`config.mk`:
```
export PLATFORM = sky130hd
export DESIGN_NAME = hazard_ctrl
export DESIGN_NICKNAME = d
export VERILOG_FILES = /design/src/rtl/hazard_ctrl.sv
export SDC_FILE = /design/constraint.sdc
export NUM_CORES = 1
export LEC_CHECK = 0
export ABC_AREA = 1
export CORE_MARGIN = 2
export CORE_UTILIZATION = 55
export CTS_BUF_LIST = sky130_fd_sc_hd__clkbuf_2
export DETAILED_ROUTE_END_ITERATION = 6
export GPL_TIMING_DRIVEN = 0
export PLACE_DENSITY = 0.87
export SETUP_SLACK_MARGIN = 0.3
export SYNTH_ARGS = -nofsm -noshare
export SYNTH_HDL_FRONTEND = slang
export SYNTH_SLANG_ARGS = --single-unit
```
`constraint.sdc`:
```
create_clock -name clk -period 4.4 [get_ports clk]
set_input_delay 0.44 -clock clk [delete_from_list [all_inputs] [get_ports clk]]
set_output_delay 0.44 -clock clk [all_outputs]
set_load 0.1 [all_outputs]
```
`src/rtl/hazard_ctrl.sv`:
```
// -----------------------------------------------------------------------------
// hazard_ctrl
//
// Pipeline hazard controller. Each cycle it decides whether the F, D and E
// pipeline registers advance, hold or are flushed, and whether a bubble is
// pushed into the M registers. It handles load-use hazards, taken-branch
// flushes and multi-cycle mul/div occupancy of EX. It also keeps a saturating
// stall counter and a sticky mul/div timeout flag for debug.
//
// All state is updated on the falling edge of clk, the same edge the
// pipeline registers use. The control outputs are decoded combinationally
// from the state and the current inputs, so a decision takes zero cycles.
//
// Parameters:
//   MD_MAX_CYCLES  longest stay in MD_BUSY before a forced release (>= 2)
//   STALL_CNT_W    width of the stall counter
//
// Ports:
//   clk                 clock; state changes on the falling edge
//   reset               asynchronous, active-high reset
//   rs1D, rs2D          source registers of the Decode instruction
//   usesRs1D, usesRs2D  Decode instruction really reads rs1 / rs2
//   rdE                 destination register of the Execute instruction
//   memReadE            Execute instruction is a load
//   branchTakenE        taken branch/jump resolved in EX this cycle
//   mdStartE            EX holds a multi-cycle mul/div op
//   mdDone              mul/div result valid this cycle
//   stallF/D/E          hold the F, D, E pipeline registers
//   flushD/E            load a NOP into the D, E pipeline registers
//   bubbleM             load a NOP into the M pipeline registers
//   stateOut            current state (00 RUN, 01 MD_BUSY)
//   stallCount          saturating count of cycles with stallF=1
//   mdTimeout           sticky: a mul/div ran past MD_MAX_CYCLES
// -----------------------------------------------------------------------------
module hazard_ctrl #(
    parameter int MD_MAX_CYCLES = 34,
    parameter int STALL_CNT_W   = 32
) (
    input  logic                   clk,
    input  logic                   reset,
    input  logic [4:0]             rs1D,
    input  logic [4:0]             rs2D,
    input  logic                   usesRs1D,
    input  logic                   usesRs2D,
    input  logic [4:0]             rdE,
    input  logic                   memReadE,
    input  logic                   branchTakenE,
    input  logic                   mdStartE,
    input  logic                   mdDone,
    output logic                   stallF,
    output logic                   stallD,
    output logic                   stallE,
    output logic                   flushD,
    output logic                   flushE,
    output logic                   bubbleM,
    output logic [1:0]             stateOut,
    output logic [STALL_CNT_W-1:0] stallCount,
    output logic                   mdTimeout
);

    localparam int MD_CNT_W = (MD_MAX_CYCLES > 1) ? $clog2(MD_MAX_CYCLES) : 1;
    localparam logic [MD_CNT_W-1:0]    MD_LAST   = MD_CNT_W'(MD_MAX_CYCLES - 1);
    localparam logic [STALL_CNT_W-1:0] STALL_MAX = '1;

    typedef enum logic [1:0] {
        ST_RUN     = 2'b00,
        ST_MD_BUSY = 2'b01
    } state_e;

    state_e                 state_q,       state_d;
    logic [MD_CNT_W-1:0]    md_cnt_q,      md_cnt_d;
    logic [STALL_CNT_W-1:0] stall_count_q, stall_count_d;
    logic                   md_timeout_q,  md_timeout_d;

    logic load_use;

    // rdE of x0 never creates a dependency: x0 is hard-wired to zero.
    assign load_use = memReadE && (rdE != 5'd0) &&
                      ((usesRs1D && (rs1D == rdE)) || (usesRs2D && (rs2D == rdE)));

    always_comb begin
        // NOTE: every signal written here gets a default first, so no path
        // through the case/if tree can leave one unassigned and infer a latch.
        state_d       = state_q;
        md_cnt_d      = md_cnt_q;
        md_timeout_d  = md_timeout_q;
        stallF        = 1'b0;
        stallD        = 1'b0;
        stallE        = 1'b0;
        flushD        = 1'b0;
        flushE        = 1'b0;
        bubbleM       = 1'b0;

        // Outputs stay quiet for the whole reset pulse, whatever the inputs.
        if (!reset) begin
            case (state_q)
                ST_MD_BUSY: begin
                    // EX is owned by the mul/div: branch and load-use are
                    // irrelevant until it finishes.
                    if (!mdDone) begin
                        stallF  = 1'b1;
                        stallD  = 1'b1;
                        stallE  = 1'b1;
                        bubbleM = 1'b1;
                        if (md_cnt_q == MD_LAST) begin
                            state_d      = ST_RUN;
                            md_timeout_d = 1'b1;
                            md_cnt_d     = '0;
                        end else begin
                            md_cnt_d = md_cnt_q + 1'b1;
                        end
                    end else begin
                        state_d  = ST_RUN;
                        md_cnt_d = '0;
                    end
                end

                // RUN, plus the unused encodings, which behave like RUN for
                // one cycle and then fall back to RUN.
                default: begin
                    state_d  = ST_RUN;
                    md_cnt_d = '0;
                    if (branchTakenE) begin
                        // D holds a wrong-path instruction, so a flush beats
                        // any stall it might have caused.
                        flushD = 1'b1;
                        flushE = 1'b1;
                    end else if (mdStartE && !mdDone) begin
                        stallF  = 1'b1;
                        stallD  = 1'b1;
                        stallE  = 1'b1;
                        bubbleM = 1'b1;
                        if (state_q == ST_RUN) begin
                            state_d = ST_MD_BUSY;
                        end
                    end else if (load_use) begin
                        // Hold F/D one cycle and turn the E slot into a bubble.
                        stallF = 1'b1;
                        stallD = 1'b1;
                        flushE = 1'b1;
                    end
                end
            endcase
        end

        stall_count_d = stall_count_q;
        if (stallF && (stall_count_q != STALL_MAX)) begin
            stall_count_d = stall_count_q + 1'b1;
        end
    end

    // NOTE: state moves on the falling edge to line up with the pipeline
    // registers; non-blocking assignments keep every flop sampling the
    // pre-edge values.
    always_ff @(negedge clk or posedge reset) begin
        if (reset) begin
            state_q       <= ST_RUN;
            md_cnt_q      <= '0;
            stall_count_q <= '0;
            md_timeout_q  <= 1'b0;
        end else begin
            state_q       <= state_d;
            md_cnt_q      <= md_cnt_d;
            stall_count_q <= stall_count_d;
            md_timeout_q  <= md_timeout_d;
        end
    end

    assign stateOut   = state_q;
    assign stallCount = stall_count_q;
    assign mdTimeout  = md_timeout_q;

endmodule

```
---- Yosys cells after proc, flatten, opt, wreduce, memory -nomap -nowiden ----
Cells that the tools add are included.
Widths: inputs -> output; s select.
operators by class
  add/sub/neg operators ................... 2
  equal/unequal tests ..................... 6
  multiplexer cells ....................... 26
  bitwise logic cells ..................... 2
  reduce and logical (&&, ||, !) cells .... 12
operator list
  operator               number
  $add 32x1->32 const B  1
  $ne 32x32->1 const B   1
  $mux 1                 20
  $mux 6                 3
  $eq 5x5->1             2
  $add 6x1->6 const B    1
  $eq 6x6->1 const B     1
  $logic_and 1x1->1      6
  $mux 2                 3
  $reduce_bool 5->1      1
  $reduce_and 4->1       1
  $ne 3x3->1 const B     1
  $eq 2x1->1 const B     1
  $logic_not 2->1        1
  $not 1->1              2
  $reduce_and 2->1       1
  $logic_not 1->1        1
  $logic_or 1x1->1       1
word-level totals
  register bits ........................... 41
  input port bits ......................... 23
  output and inout port bits .............. 41
  logic and storage cells ................. 52

---- Logic depth before layout (Yosys ltp) ----
Gate-level depths: netlist of run 1.
  depth after elaboration ................. 10
  gate-level depth with buffers ........... 13
  mapped depth without buffers ............ 11

==> impl_metrics.yaml, run 1 <==
critical_path:
  cp_max_fo: 6
  crit_required_ns: 3.96
  arrival_ns: 3.81
  rrSetupSlack_ns: 2.17
  ff2ff_path_depth: 10
  worstSetupEndpoint: "stallF"
  critical_path.startpoint: "stateOut[0]$_DFFE_NP0P_"
  setup.worst_path.class: "reg2out"
  endpoint_kind: "output pin"
  start_kind: "flop"
  timing.rr.start: "stallCount[0]$_DFFE_NP0P_"
  rr_endpoint: "stallCount[5]$_DFFE_NP0P_"
drt:
  drt-initial-drc-count: 259
  ant_nets: 0
  drt-wirelength-per-cell_um: 14.3
  vias: 3252
  drc: 0
  dr.pass1.iters: 7
  wl_um: 8510
  avgViaCountPerCell: 5.46
synth:
  avgSynthCellArea_um2: 6.58
  synthTopCellsByArea: "dfrtn_1, nand2_1, nand4_1"
  ys.flop_type: "dfrtn_1"
  syn_nets: 467
  syn_area_um2: 2900
  synth_edf_count: 0
  yosysUniqueCellTypes: 32
  synthArstFlopShare_pct: 100
  synth_top_cell_by_area: "dfrtn_1"
  synth_cells: 441
  synth.ff_latch_count: 40
  yosysWarningCount: 0
  yosysSeqAreaShare_pct: 34.5
  synth.top_cell.area_share_pct: 34.5
cells_and_area:
  area_growth_pct: 29.5
  nNetsFinal: 551
  multi_input_area_um2: 1720
  num-fill-cells: 448
  layout-drive-gt1-share_pct: 19.8
  register_area_um2: 1000
  stdcell_count: 596
  antenna_cells: 0
floorplan:
  num_rows: 26
  num_io_pins: 64
  die_h_um: 76.7
  die_area_um2: 5880
  die_w_um: 76.7
  start_util_pct: 56.8
  core_area_um2: 5110
timing:
  max_slew_margin_pct: 26.3
  final.setup.tns_ns: 0
  hold_violations: 0
  slew_viol_final: 0
  worst_pin_slew_ns: 1.10
  skew_ns: 0.0157
  whs_ns: 0.441
  finalSetupViolations: 0
  rsz0062_at_grt: "true"
global_routing:
  track_usage_pct: 30.2
  grt-busiest-layer: "met2"
  globalRoute.totalOverflow: 0
  met1_usage_pct: 40.1
  grt_max_degree: 23
  antenna_found_initial: 0
  grt_pass1_wl_um: 14300
  use_met3_pct: 5.41
  grt_pass1_vias: 3045
  grtUsageMet2_pct: 49.7
run:
  maxCapViolCount: 0
worst_hold_path:
  hold_path.class: "reg2reg"
  min_from: "mdTimeout$_DFFE_NP0P_"
power:
  leakage_nw: 1.90
  vdd_ir_drop_max_mv: 0.252
  p_per_area_nw_per_um2: 268
cts:
  cts-root-buf: "clkbuf_2"
  clk-insertion-delay-late_ns: 0.37
  cts-htree-levels: 2
  cts.path.max_buffers: 2
  cts_tree: "built"
  cts_sinks: 40
  cts_buffers: 5
  clkTransAtPathRegs_ns: 0.13
placement:
  dp_cells: 573
  place_congestion: 0.898
  portBuffers: 62
  dpl.hpwl_um: 6100
run_status:
  status: "completed"
## placed cells by master, fill, tap and decap left out, types with 7 or more instances in the layout
cell type	count
dfrtn_1	40
inv_1	35
buf_4	17
nand2_1	167
xor2_1	14
xnor2_1	9
clkdlybuf4s50_1	17
buf_2	34
nand4_1	39
nor2_1	57
clkbuf_2	7
nand3_1	11
inv_2	8
## cells in the mapped netlist, drive strengths merged, types with 3 or more instances
cell type and n:
nand4 40, xnor2 9, o21ai 5, nor2 62, a31oi 3, nand3b 4
nor3 5, nand2 172, buf 11, clkbuf 4, nand3 15, xor2 14
a21oi 3, inv 45, dfrtn 40, ha 3
## flip-flops by register name, indices dropped and copies added (netlist names)
register,count
stallCount,32
md_cnt_q,6
mdTimeout,1
stateOut,1
## layout make-up
| cell class | instances | area share, % |
|---|---|---|
| Buffer | 15 | 3.26 |
| Clock buffer | 6 | 0.799 |
| Clock inverter | 2 | 0.932 |
| Inverter | 45 | 4.66 |
| Multi-Input combinational cell | 341 | 45.8 |
| Sequential cell | 40 | 26.6 |
| Tap cell | 70 | 2.33 |
| Timing Repair Buffer | 75 | 15.3 |
| Timing Repair inverter | 2 | 0.266 |
## cell families (layout without fill, tap and decap cells)
kind of cell	after synthesis	in the layout	synth area share, %
flops	40	40	34.5
buf+inv	60	145	9.09
fa+ha+maj	3	3	1.29
compound gates	15	15	3.02
simple gates	299	299	45.0
other cells	1	1	0.129
xor+xnor	23	23	6.94
## timing repair
action,4_1_cts,5_1_grt
endpoints found under the setup margin,76,41
resized for setup,196,33
gates cloned,2,0
pin swaps,4,6
hold buffers,0,0
setup buffers,7,6
## layer usage
layer / routed length [um] / vias up / part of all wire, %
li1: - / 1575 / -
met1: 3620 / 1516 / 43
met2: 4080 / 140 / 48
met3: 621 / 21 / 7.3
met4: 183 / 0 / 2.2
met5: 0 / - / 0
## stage by stage
step	util, %	setup slack (ns)	power (mW)	area [um2]
floorplan	-	-0.522	0.679	2980
global placement	72.2	-1.05	0.768	3690
detailed placement	72.2	-1.09	0.773	3690
CTS	73.8	0.114	0.997	3770
global route	73.6	0.0651	1.05	3760
finish	73.6	0.146	1.01	3760
## worst min path at each step
stage / to / slack, ns / cells past startpoint
floorplan: md_cnt_q[0]$_DFFE_NP0N_ / 0.45 / 1
CTS: mdTimeout$_DFFE_NP0P_ / 0.44 / 2
global route: mdTimeout$_DFFE_NP0P_ / 0.48 / 2
detailed placement: mdTimeout$_DFFE_NP0P_ / 0.43 / 2
global placement: mdTimeout$_DFFE_NP0P_ / 0.42 / 2
finish: mdTimeout$_DFFE_NP0P_ / 0.44 / 2
## where the power goes
group / internal, mW / switching, mW / total (mW)
logic: 0.0926 / 0.268 / 0.361
registers: 0.389 / 0.0292 / 0.418
clock network: 0.0977 / 0.131 / 0.229
## critical path, cell delays in order (launching register included)
cell,delay [ns]
dfrtn_1,0.51
inv_4,0.08
o21ai_2,0.07
inv_2,0.08
a21boi_4,0.22
buf_12,0.13
buf_12,0.16
Note: power is estimated with default switching activity, not from simulation.
==> run 2, diff against run 1 <==
SKIP_CTS_REPAIR_TIMING = 1   (was unset)
==> impl_metrics.yaml, run 2 (synthesized netlist as in run 1, its figures left out) <==
critical_path:
  critical_path.startpoint: "stateOut[0]$_DFFE_NP0P_"
  start_kind: "flop"
  endpoint_kind: "output pin"
  arrival_ns: 3.85
  setup.worst_path.class: "reg2out"
  cp_max_fo: 4
  path_delay_family: "buffers and inverters"
  cp.depth: 1
  max_stage_delay_ns: 0.78
  crit_required_ns: 3.96
  ff2ff_path_depth: 10
  crit_chain: "dlymetal6s2s_1"
  rrSetupSlack_ns: 2.17
  timing.rr.start: "stallCount[0]$_DFFE_NP0P_"
  timing.critical_path.buf_inv: 1
  crit_slowest_cell: "dlymetal6s2s_1"
global_routing:
  track_usage_pct: 28.9
  grt_max_degree: 46
  antenna_found_initial: 0
  grt_pass1_wl_um: 13700
  globalRoute.totalOverflow: 0
  grt_pass1_vias: 2896
run:
  maxCapViolCount: 0
cells_and_area:
  largest_reg_flops: 32
  area_growth_pct: 32.5
  multi_input_area_um2: 1750
  final_common_cell: "nand2_1"
  stdcell_count: 595
  layout-drive-gt1-share_pct: 20.0
  register_area_um2: 1000
  antenna_cells: 0
  final_cell_mix: "nand2_1, nor2_1, dfrtn_1"
  nNetsFinal: 550
  num-fill-cells: 424
worst_hold_path:
  worstHoldPathCells: 2
  hold_path.class: "reg2reg"
  min_from: "mdTimeout$_DFFE_NP0P_"
timing:
  rsz0062_at_grt: "true"
  worst_pin_slew_ns: 1.14
  hold_violations: 0
  skew_ns: 0.00947
  setup_slack_ns: 0.113
  final.setup.tns_ns: 0
  finalSetupViolations: 0
  max_slew_margin_pct: 23.8
  slew_viol_final: 0
floorplan:
  die_h_um: 76.7
  start_util_pct: 56.8
  core_area_um2: 5110
  die_w_um: 76.7
  num_rows: 26
  num_io_pins: 64
  die_area_um2: 5880
placement:
  portBuffers: 62
  place_congestion: 0.898
  dpl.hpwl_um: 6100
  dp_slack_ns: -1.09
  dp_cells: 573
cts:
  cts_buffers: 5
  cts_sinks: 40
  clkTransAtPathRegs_ns: 0.13
  cts.path.max_buffers: 2
  cts-htree-levels: 2
  cts_tree: "built"
  clk-insertion-delay-late_ns: 0.35
  cts-root-buf: "clkbuf_2"
drt:
  drt-wirelength-per-cell_um: 14.9
  drc: 0
  drt-initial-drc-count: 239
  vias: 3281
  ant_nets: 0
  avgViaCountPerCell: 5.51
  wl_um: 8860
  dr.pass1.iters: 5
power:
  vdd_ir_drop_max_mv: 0.251
  p_per_area_nw_per_um2: 264
  leakage_nw: 2.03
run_status:
  status: "completed"
[run 2: changes by cell type in the layout (fill, tap and decap cells not counted), sizes merged]
cell           delta
clkdlybuf4s15     -2
dlymetal6s2s     +16
dlygate4sd2       -4
clkbuf           +29
clkdlybuf4s18     -1
buf              -29
clkdlybuf4s50    -10
[run 2: worst paths after layout]
kind	endpoint
hold reg to reg	mdTimeout$_DFFE_NP0P_
setup / recovery	stateOut[0]
max in group asynchronous	md_cnt_q[0]$_DFFE_NP0N_
min in group asynchronous	stateOut[0]$_DFFE_NP0P_
setup reg to reg	stallCount[11]$_DFFE_NP0P_
hold / removal	mdTimeout$_DFFE_NP0P_
[run 2: cell type report]
class | count | share of cell area [%]
Timing Repair inverter | 2 | 0.260
Inverter | 45 | 4.55
Buffer | 15 | 3.22
Tap cell | 70 | 2.28
Clock buffer | 6 | 0.780
Sequential cell | 40 | 26.0
Timing Repair Buffer | 74 | 16.5
Clock inverter | 2 | 0.911
Multi-Input combinational cell | 341 | 45.5
[run 2: per-layer routing]
layer	wire length, um	GRT usage [%]	part of all wire, %
met2	4320	46.9	49
met1	3780	39.6	43
met4	160	9.27	1.8
met5	0	0	0
met3	605	4.71	6.8
[run 2: metrics by stage]
step | area, um2 | total power, mW | hold slack, ns | util, %
after floorplan | 2980 | 0.679 | 0.453 | -
after global placement | 3690 | 0.768 | 0.422 | 72.2
after detailed placement | 3690 | 0.773 | 0.433 | 72.2
after CTS | 3750 | 0.995 | 0.444 | 73.5
after global routing | 3850 | 1.06 | 0.478 | 75.3
final | 3850 | 1.01 | 0.437 | 75.3
[run 2: power by group]
part           internal, mW  switching (mW)
Sequential            0.389          0.0284
Clock                0.0977           0.128
Combinational        0.0983           0.273
Total                 0.585           0.429
==> run 3, diff against run 2 <==
CORE_MARGIN = unset   (was 2)
==> impl_metrics.yaml, run 3 (synthesized netlist as in run 1, its figures left out) <==
drt:
  wl_um: 8720
  drt-wirelength-per-cell_um: 14.7
  avgViaCountPerCell: 5.47
  ant_nets: 0
  dr.pass1.iters: 5
  drc: 0
  drt-initial-drc-count: 203
  vias: 3251
placement:
  dpl.hpwl_um: 6160
  place_congestion: 0.928
  place_area_um2: 3690
  portBuffers: 62
cts:
  clkTransAtPathRegs_ns: 0.12
  clk-insertion-delay-late_ns: 0.37
  cts_sinks: 40
  cts_buffers: 5
  cts-root-buf: "clkbuf_2"
  cts_tree: "built"
  cts-htree-levels: 2
  cts.path.max_buffers: 2
floorplan:
  start_util_pct: 56.8
  core_area_um2: 5110
  die_h_um: 74.7
  die_area_um2: 5570
  die_w_um: 74.7
  num_rows: 26
  num_io_pins: 64
timing:
  finalSetupViolations: 0
  rsz0062_at_grt: "true"
  skew_ns: 0.0213
  hold_violations: 0
  worst_pin_slew_ns: 1.10
  max_slew_margin_pct: 26.0
  slew_viol_final: 0
critical_path:
  setup.worst_path.class: "reg2out"
  cp_max_fo: 6
  ff2ff_path_depth: 9
  endpoint_kind: "output pin"
  start_kind: "flop"
  arrival_ns: 3.85
  max_stage_delay_ns: 0.41
  crit_chain: "inv_4, nand2_4, nand2_4, a21boi_4, buf_12, buf_8"
  crit_slowest_cell: "dfrtn_1"
  crit_top_cell: "nand2_4"
  crit_required_ns: 3.96
  rrSetupSlack_ns: 2.13
power:
  leakage_nw: 1.95
  power_mw: 0.951
  vdd_ir_drop_max_mv: 0.267
  p_per_area_nw_per_um2: 252
worst_hold_path:
  worstHoldPathCells: 2
  hold_path.class: "reg2reg"
run_status:
  status: "completed"
cells_and_area:
  layout-drive-gt1-share_pct: 19.8
  antenna_cells: 0
  final_cell_mix: "nand2_1, nor2_1, dfrtn_1"
  largest_reg_flops: 32
  final_common_cell: "nand2_1"
  area_growth_pct: 30.0
  nNetsFinal: 550
  stdcell_area_um2: 3770
run:
  maxCapViolCount: 0
global_routing:
  grt_max_degree: 46
  antenna_found_initial: 0
  grt_pass1_wl_um: 12800
  track_usage_pct: 30.6
  globalRoute.totalOverflow: 0
  grt_pass1_vias: 2756
-- run 3: cell types whose count changed in the layout (fill, tap and decap cells not counted), sizes merged --
cell and change:
clkdlybuf4s50 +7, buf +4, clkbuf -4, bufinv -1, dlymetal6s2s -7
-- run 3: where the power goes --
part / switching (mW) / leakage [nW] / internal [mW]
clock: 0.127 / 0.0288 / 0.0379
sequential: 0.0297 / 0.549 / 0.389
combinational: 0.272 / 1.37 / 0.0963
-- run 3: routing by layer --
| layer | vias up | share of wire (%) | GRT usage (%) |
|---|---|---|---|
| li1 | 1568 | - | - |
| met1 | 1503 | 42 | 40.7 |
| met2 | 157 | 48 | 52.3 |
| met4 | 0 | 2.3 | 6.08 |
| met5 | - | 0 | 0 |
| met3 | 23 | 7.0 | 5.89 |
-- run 3: through the flow --
stage,setup TNS (ns),setup slack [ns],std cells,util (%),hold slack [ns]
detailed placement,-37.14,-1.13,573,72.2,0.425
CTS,-34.88,-1.04,580,72.9,0.431
global placement,-33.77,-1.03,573,72.2,0.426
finish,0,0.112,594,73.9,0.430
global route,0,0.00869,594,73.9,0.453
floorplan,-1.35,-0.522,441,-,0.453
-- run 3: cell type report --
class	instances	area [um2]
timing repair inverter	2	10.0
sequential	40	1000
multi-input combinational	341	1740
buffer	15	121
timing repair buffer	74	608
inverter	45	175
tap	70	87.6
clock inverter	1	5.00
clock buffer	6	30.0
fill	446	1330
-- run 3: final timing paths --
check                                          start                         end
max reg2reg                stallCount[0]$_DFFE_NP0P_   stallCount[1]$_DFFE_NP0P_
min in group asynchronous                      reset  stallCount[24]$_DFFE_NP0P_
min reg2reg                    mdTimeout$_DFFE_NP0P_       mdTimeout$_DFFE_NP0P_
max in group asynchronous                      reset     md_cnt_q[3]$_DFFE_NP0N_
max                          stateOut[0]$_DFFE_NP0P_                      stallF
min                            mdTimeout$_DFFE_NP0P_       mdTimeout$_DFFE_NP0P_
-- run 3: worst max-delay path, delay by kind of cell (launching register included) --
family          cells  cell delay, ns
simple gates        2            0.19
compound gates      1            0.25
buf+inv             3            0.43
flops               1            0.41
